===== config.mk =====
export PLATFORM = sky130hd
export DESIGN_NAME = rr_arb21
export DESIGN_NICKNAME = d
export VERILOG_FILES = /design/src/rtl/rr_arb21.sv
export SDC_FILE = /design/constraint.sdc
export NUM_CORES = 1
export LEC_CHECK = 0
export CAP_MARGIN = 25
export CORE_UTILIZATION = 38
export CTS_CLUSTER_SIZE = 8
export DETAILED_ROUTE_END_ITERATION = 10
export GPL_ROUTABILITY_DRIVEN = 1
export PLACE_DENSITY_LB_ADDON = 0.08
export SLEW_MARGIN = 10
export SYNTH_ARGS = -nofsm -noshare
export SYNTH_HDL_FRONTEND = slang
export SYNTH_SLANG_ARGS = --single-unit

===== constraint.sdc =====
create_clock -name clk -period 2 [get_ports clk]
set_input_delay 0.4 -clock clk [delete_from_list [all_inputs] [get_ports clk]]
set_output_delay 0.4 -clock clk [all_outputs]
set_load 0.02 [all_outputs]

===== src/rtl/rr_arb21.sv =====
// Two-input round-robin arbiter feeding a single registered output stage.
// Ties go to the channel that did not win the previous accepted transfer.
module rr_arb21 #(
    parameter int WIDTH = 8
) (
    input  logic             clk,
    input  logic             rst_n,
    input  logic             a_valid,
    input  logic [WIDTH-1:0] a_data,
    output logic             a_ready,
    input  logic             b_valid,
    input  logic [WIDTH-1:0] b_data,
    output logic             b_ready,
    output logic             y_valid,
    output logic [WIDTH-1:0] y_data,
    input  logic             y_ready,
    output logic             sel
);

    typedef enum logic {
        SRC_A = 1'b0,
        SRC_B = 1'b1
    } src_e;

    logic             y_valid_q, y_valid_d;
    logic [WIDTH-1:0] y_data_q,  y_data_d;
    src_e             sel_q,      sel_d;
    src_e             last_sel_q, last_sel_d;

    logic can_load;
    src_e gnt;
    logic accept;

    // rst_n gates the readies so no handshake is advertised while in reset.
    always_comb begin
        // NOTE: every combinational output gets a default first so no path leaves it unassigned (no latch).
        can_load = rst_n && (!y_valid_q || y_ready);
        gnt      = SRC_A;
        if (a_valid && b_valid) begin
            gnt = (last_sel_q == SRC_A) ? SRC_B : SRC_A;
        end else if (b_valid) begin
            gnt = SRC_B;
        end
    end

    assign a_ready = can_load && a_valid && (gnt == SRC_A);
    assign b_ready = can_load && b_valid && (gnt == SRC_B);
    assign accept  = a_ready || b_ready;

    always_comb begin
        y_valid_d  = y_valid_q;
        y_data_d   = y_data_q;
        sel_d      = sel_q;
        last_sel_d = last_sel_q;
        if (accept) begin
            y_valid_d  = 1'b1;
            y_data_d   = (gnt == SRC_B) ? b_data : a_data;
            sel_d      = gnt;
            last_sel_d = gnt;
        end else if (y_ready) begin
            // Drained with nothing to replace it: data and sel keep their last values.
            y_valid_d = 1'b0;
        end
    end

    always_ff @(posedge clk or negedge rst_n) begin
        // NOTE: last_sel resets to B so that A wins the first tie after reset.
        if (!rst_n) begin
            y_valid_q  <= 1'b0;
            y_data_q   <= '0;
            sel_q      <= SRC_A;
            last_sel_q <= SRC_B;
        end else begin
            // NOTE: state registers use non-blocking assignment so all flops update together at the edge.
            y_valid_q  <= y_valid_d;
            y_data_q   <= y_data_d;
            sel_q      <= sel_d;
            last_sel_q <= last_sel_d;
        end
    end

    assign y_valid = y_valid_q;
    assign y_data  = y_data_q;
    assign sel     = sel_q;

endmodule


==> results.cfg, run 1 <==
[grt]
grt_util_all_layers_pct = 21.2
grt_pass1_vias = 505
grt-ovfl-total = 0
antenna_found_initial = 0
grt_pass1_wl_um = 2260
grt_max_degree = 14

[clocking]
insertion_delay_ns = 0.26
cts_max_level = 1
cts_hold_buf = 0
root_buffer = clkbuf_4
cts_sinks = 11
clk_pin_slew_ns = 0.07
cts_tree = built
numCtsBuffers = 3
cts_setup_buffers = 0
clk_path_buf_depth = 2
cts_resized = 6

[place]
dp.cells = 98
portBuffers = 32
dpl_worst_slack_ns = -0.312
dp_hpwl_um = 1140
place.gp.congestion = 0.703

[yosys]
synth_area_leader_cell = dfrtp_1
mappedNetlistArea_um2 = 559
synth-seq-cells = 11
synth_nets = 66
synth_area_leaders = dfrtp_1 (45%), a2bb2oi_1 (13%), o32ai_1 (13%), nor3_4 (5.8%), dfstp_2 (4.7%)
yosys_warnings = 0
ys_types = 19
syn_avg_cell_area_um2 = 12.4
ys_async_sr_fraction_pct = 100
synth-main-ff-cell = dfrtp_1
synth_top_cell_area_share_pct = 44.7
yosysSeqAreaShare_pct = 49.4
synthTopCellsByCount = dfrtp_1 (10), a2bb2oi_1 (8), o32ai_1 (8)
synthCells = 45
synth_edf_count = 0
synth_most_common_cell = dfrtp_1

[run_status]
status = complete, no violations

[floorplan]
chipWidth_um = 40.4
coreArea_um2 = 1330
die_area_um2 = 1630
ios = 33
row_count = 13
die_h_um = 40.4
start_util_pct = 41.9

[layout]
regArea_um2 = 277
antennaDiodeCount = 0
multiInputGateArea_um2 = 265
nFillCells = 106
fin_cells = 102
syn2layout_area_growth_pct = 74.7
num-nets-final = 109
drive_gt1_share_pct = 24.1

[power]
p_per_area_nw_per_um2 = 780
ir_drop_v = 0.000572
p_leak_nw = 0.393
total_power_mw = 0.763

[routing]
drc = 0
via_per_inst = 5.53
avgRoutedWirePerCell_um = 15.5
first_pass_iters = 2
antenna_left = 0
vias = 564
drt_wl_total_um = 1580
drt_iter0_markers = 5

[sta]
relSlewSlack_pct = 74.3
setup_tns_ns = 0
slew_violations = 0
worst_pin_slew_ns = 0.386
worst_hold_slack_ns = 0.490
final_min_period_over_clock_period_pct = 94.3
fin_crit_ns = 1.89
worst_clock_skew_ns = 0.00336
finalSetupViolations = 0
setup_ws_ns = 0.114
clock.fmax_ghz = 0.530
hold_viol = 0
rsz0062_at_grt = no

[critical_path]
crit_chain = clkdlybuf4s50_1 -> inv_2 -> nor4_2 -> clkbuf_2
cp-start-kind = input pin
cp.arrival_ns = 1.49
crit_required_ns = 1.60
path_buf_inv = 3
path_delay_family = buffers and inverters
cp_max_fo = 4
max_stage_delay_ns = 0.55
crit_slowest_cell = clkdlybuf4s50_1
critPathKind = in2out
endpoint_kind = primary output

[hold_path]
hold_class = in2async

[run]
cap_violations = 0
-- state kept, by name (all words and copies together) (netlist names) --
register / flops
y_valid: 1
y_data: 8
sel: 1
last_sel_q: 1
-- cells by family after synthesis --
kind of cell / share of synthesized area (%)
DFF: 49.4
AOI/OAI and AO/OA: 32.9
and+or+nand+nor: 13.4
buffers and inverters: 4.25
-- final timing paths --
check                      slack [ns]     from    endpoint  cells after the start
min in group clk                 0.51      sel         sel                      1
setup reg to reg                 0.69  y_valid   y_data[3]                      4
max in group asynchronous        1.28    rst_n  last_sel_q                      2
hold / removal                   0.49    rst_n   y_data[6]                      2
hold reg to reg                  0.51      sel         sel                      1
setup / recovery                 0.11  a_valid     a_ready                      4
-- power by group --
part,switching (mW),internal [mW],leakage [nW]
Combinational,0.142,0.174,0.259
Clock,0.0717,0.0771,0.0150
Sequential,0.0278,0.270,0.119
-- metrics by stage --
step | util, % | area (um^2)
after global placement | 71.6 | 955
after CTS | 73.5 | 981
after floorplan | - | 559
after global routing | 73.3 | 977
after detailed placement | 71.6 | 955
final | 73.3 | 977
-- per-layer routing --
metal	part of all wire [%]	GRT usage [%]	routed length, um	vias to the layer above
met5	0	0	0	-
met4	0	5.00	0	0
met3	6.9	3.33	109	0
met2	44	32.1	701	27
met1	49	31.4	766	266
li1	-	-	-	271
-- cell type report --
| type | instances | area share, % |
|---|---|---|
| multi-input combinational | 30 | 27.1 |
| tap | 15 | 1.92 |
| clock buffer | 4 | 2.69 |
| inverter | 2 | 0.768 |
| timing repair buffer | 40 | 39.2 |
| sequential | 11 | 28.3 |
-- layout by cell type, fill, tap and decap left out --
master            n
a21boi_0          1
nor2_1            1
nor2_2            1
a211o_1           1
a21bo_1           1
dfrtp_1          10
nor2b_1           1
clkbuf_1          1
a2bb2oi_1         8
clkdlybuf4s50_1  30
a31oi_1           2
clkbuf_2          1
nor4_2            1
buf_4             7
inv_2             2
buf_12            1
dfstp_2           1
o32ai_1           8
buf_2             1
nor3_4            2
o21ai_0           1
clkbuf_4          3
nand2b_1          1
nor2b_4           1
Note: power is estimated with default switching activity, not from simulation.
==> inputs of run 2 (changes only) <==
--- a/config.mk
+++ b/config.mk
@@ -6,6 +6,7 @@
 export NUM_CORES = 1
 export LEC_CHECK = 0
 export CAP_MARGIN = 25
+export CORE_MARGIN = 2
 export CORE_UTILIZATION = 38
 export CTS_CLUSTER_SIZE = 8
 export DETAILED_ROUTE_END_ITERATION = 10
==> results.cfg, run 2 (synthesis gave the netlist of run 1 again) <==
[clocking]
root_buffer = clkbuf_4
cts_tree = built
cts_max_level = 1
clk_pin_slew_ns = 0.08
cts_setup_buffers = 0
insertion_delay_ns = 0.27
cts_sinks = 11
numCtsBuffers = 3
clk_path_buf_depth = 2

[power]
total_power_mw = 0.766
p_per_area_nw_per_um2 = 782
p_leak_nw = 0.400
ir_drop_v = 0.000396

[grt]
grt_pass1_wl_um = 2820
grt_util_all_layers_pct = 20.6
antenna_found_initial = 0
grt_max_degree = 14
grt_pass1_vias = 596
grt-ovfl-total = 0

[sta]
final_min_period_over_clock_period_pct = 93.7
hold_viol = 0
setup_tns_ns = 0
rsz0062_at_grt = no
fin_crit_ns = 1.87
finalSetupViolations = 0
slew_violations = 0
worst_clock_skew_ns = 0.00193
worst_pin_slew_ns = 0.394
clock.fmax_ghz = 0.534
relSlewSlack_pct = 73.7

[layout]
utilization_pct = 73.5
fin_cells = 103
nFillCells = 99
layout_common_cells = clkdlybuf4s50_1 (30), dfrtp_1 (10), o32ai_1 (8), a2bb2oi_1 (8), buf_4 (8)
drive_gt1_share_pct = 25.0
final_common_cell = clkdlybuf4s50_1
syn2layout_area_growth_pct = 75.2
antennaDiodeCount = 0
num-nets-final = 110
largest_reg_flops = 8

[critical_path]
cp.arrival_ns = 1.47
critPathKind = in2out
crit_chain = clkdlybuf4s50_1 -> a21bo_1 -> nor3_4 -> buf_2
max_stage_delay_ns = 0.50
cp_max_fo = 3
crit_slowest_cell = clkdlybuf4s50_1
cp-start-kind = input pin
crit_required_ns = 1.60
endpoint_kind = primary output

[routing]
first_pass_iters = 4
antenna_left = 0
via_per_inst = 5.43
avgRoutedWirePerCell_um = 15.8
vias = 559
drt_iter0_markers = 10
drc = 0
drt_wl_total_um = 1630

[place]
dp.cells = 99
dp_hpwl_um = 1210
portBuffers = 32
place.gp.congestion = 0.787

[floorplan]
chipWidth_um = 42.4
coreArea_um2 = 1330
die_h_um = 42.4
row_count = 13
start_util_pct = 41.9
ios = 33
die_area_um2 = 1790

[run]
cap_violations = 0

[hold_path]
hold_class = in2async

[run_status]
status = complete, no violations
-- run 2: power breakdown --
group / leakage [nW] / switching, mW / internal [mW] / total [mW]
sequential: 0.119 / 0.0276 / 0.270 / 0.297
combinational: 0.263 / 0.139 / 0.175 / 0.314
clock: 0.0177 / 0.0806 / 0.0740 / 0.155
-- run 2: layout make-up --
cell class                 count  area, um^2  area share [%]
timing repair buffer          41         390            39.8
sequential                    11         277            28.2
multi-input combinational     30         259            26.4
clock buffer                   3        22.5            2.30
tap                           15        18.8            1.92
inverter                       2        7.51           0.766
clock inverter                 1        5.00           0.511
-- run 2: critical path, delay by kind of cell --
kind                   cells  cell delay, ns
and+or+nand+nor            1            0.14
buffers and inverters      2            0.69
AOI/OAI and AO/OA          1            0.25
-- run 2: repair_timing --
item,4_1_cts,5_1_grt
hold buffers,0,0
gates resized for setup,6,2
setup endpoints to repair,2,2
gates cloned,0,0
-- run 2: metrics by stage --
stage          area [um^2]  hold WS [ns]  setup slack, ns
6_report               980         0.502            0.126
5_1_grt                980         0.534           0.0146
4_1_cts                990         0.506          0.00759
3_5_place_dp           962         0.520           -0.317
3_3_place_gp           962         0.504           -0.301
2_1_floorplan          559         0.104            0.254
-- run 2: routing by layer --
metal,routed length [um],part of all wire (%),track usage (%)
met1,711,44,27.2
met5,0,0,0
met3,108,6.6,5.17
met2,797,49,33.5
met4,9,0.55,5.63
-- run 2: final timing paths --
kind | from | end | slack [ns] | cells past startpoint
setup / recovery | b_valid | b_ready | 0.13 | 4
min in group clk | sel | sel | 0.54 | 1
hold / removal | rst_n | y_data[4] | 0.50 | 2
max in group asynchronous | rst_n | last_sel_q | 1.27 | 2
hold reg to reg | sel | sel | 0.54 | 1
setup reg to reg | y_valid | y_data[5] | 0.70 | 4
==> inputs of run 3 (changes only) <==
--- a/config.mk
+++ b/config.mk
@@ -11,7 +11,7 @@
 export CTS_CLUSTER_SIZE = 8
 export DETAILED_ROUTE_END_ITERATION = 10
 export GPL_ROUTABILITY_DRIVEN = 1
-export PLACE_DENSITY_LB_ADDON = 0.08
+export PLACE_DENSITY = 0.85
 export SLEW_MARGIN = 10
 export SYNTH_ARGS = -nofsm -noshare
 export SYNTH_HDL_FRONTEND = slang
==> results.cfg, run 3 (synthesis gave the netlist of run 1 again) <==
[routing]
met2_length_um = 826
via_per_inst = 5.50
avgRoutedWirePerCell_um = 15.4
vias = 556
drc = 0
drt_iter0_markers = 3
antenna_left = 0
met1_length_um = 645
first_pass_iters = 2
top_layer_used = met4
dr_wl_met3_um = 53
drt_wl_total_um = 1560

[grt]
grt_util_all_layers_pct = 19.4
grt-ovfl-total = 0
grt_max_degree = 14
grt_pass1_vias = 602
grt_pass1_wl_um = 2620
antenna_found_initial = 0

[clocking]
root_buffer = clkbuf_4
cts_sinks = 11
insertion_delay_ns = 0.27
clk_pin_slew_ns = 0.07
numCtsBuffers = 3
cts_tree = built
cts_hold_buf = 0
clk_path_buf_depth = 2
cts_max_level = 1

[sta]
worst_clock_skew_ns = 0.00382
rsz0062_at_grt = no
finalSetupViolations = 0
relSlewSlack_pct = 75.5
hold_viol = 0
worst_pin_slew_ns = 0.367
setup_ws_ns = 0.112
clock.fmax_ghz = 0.530
final_min_period_over_clock_period_pct = 94.4
fin_crit_ns = 1.89
slew_violations = 0
worst_hold_slack_ns = 0.479

[layout]
final_common_cell = clkdlybuf4s50_1
antennaDiodeCount = 0
num-nets-final = 108
largest_reg_flops = 8
utilization_pct = 71.3
fin_cells = 101
syn2layout_area_growth_pct = 70.0
layout_common_cells = clkdlybuf4s50_1 (30), dfrtp_1 (10), o32ai_1 (8), a2bb2oi_1 (8), buf_4 (7)
nFillCells = 98
drive_gt1_share_pct = 22.1

[critical_path]
cp_max_fo = 4
cp-start-kind = input pin
crit_slowest_cell = clkdlybuf4s50_1
max_stage_delay_ns = 0.53
cp.arrival_ns = 1.49
crit_required_ns = 1.60
crit_chain = clkdlybuf4s50_1 -> a21bo_1 -> nor3_4 -> buf_2
endpoint_kind = primary output
critPathKind = in2out

[hold_path]
hold_class = in2async

[place]
place.gp.congestion = 0.839
dpl_worst_slack_ns = -0.348
dp_hpwl_um = 1240
dp.cells = 97
portBuffers = 32

[floorplan]
row_count = 13
coreArea_um2 = 1330
chipWidth_um = 42.4
ios = 33
die_h_um = 42.4
start_util_pct = 41.9
die_area_um2 = 1790

[power]
p_per_area_nw_per_um2 = 799
p_leak_nw = 0.384
ir_drop_v = 0.000653

[run_status]
status = complete, no violations

[run]
cap_violations = 0
-- run 3: final cells by class --
cell class                      count  area, um^2  share of cell area, %
Sequential cell                    11         277                   29.1
Tap cell                           15        18.8                   1.97
Clock buffer                        4        26.3                   2.76
Multi-Input combinational cell     30         259                   27.2
Inverter                            2        7.51                  0.789
Timing Repair Buffer               39         363                   38.2
-- run 3: what timing repair did --
action	in CTS	in global routing
setup buffers	0	0
pin swaps	0	0
gates resized for setup	7	2
setup endpoints to repair	2	2
-- run 3: power by group --
| part | leakage (nW) | internal [mW] | total, mW | switching [mW] |
|---|---|---|---|---|
| Combinational | 0.250 | 0.170 | 0.308 | 0.138 |
| Sequential | 0.119 | 0.270 | 0.297 | 0.0273 |
| Clock | 0.0150 | 0.0772 | 0.154 | 0.0773 |
| Total | 0.384 | 0.517 | 0.760 | 0.243 |
-- run 3: final timing paths --
path / start / end / slack (ns) / cells past startpoint
worst max-delay path: b_valid / b_ready / 0.11 / 4
worst min-delay path: rst_n / y_data[3] / 0.48 / 2
worst max register to register: y_valid / y_data[2] / 0.69 / 4
worst min register to register: sel / sel / 0.52 / 1
max in group asynchronous: rst_n / last_sel_q / 1.29 / 2
min in group clk: sel / sel / 0.52 / 1
-- run 3: metrics by stage --
step                instance area (um^2)  total power [mW]  setup TNS, ns
global placement                     935             0.607         -0.602
finish                               951             0.760              0
detailed placement                   935             0.614         -0.670
floorplan                            559             0.453              0
CTS                                  963             0.766              0
global route                         951             0.797              0
-- run 3: worst max-delay path: cells and delay by family --
family | cells | cell delay [ns]
buffers and inverters | 2 | 0.71
AO/OA/AOI/OAI | 1 | 0.26
AND/OR/NAND/NOR | 1 | 0.12
-- run 3: per-layer routing --
| layer | track usage, % | vias up |
|---|---|---|
| li1 | - | 271 |
| met1 | 23.6 | 268 |
| met2 | 32.9 | 13 |
| met3 | 2.59 | 4 |
| met4 | 10.0 | 0 |
| met5 | 0 | - |
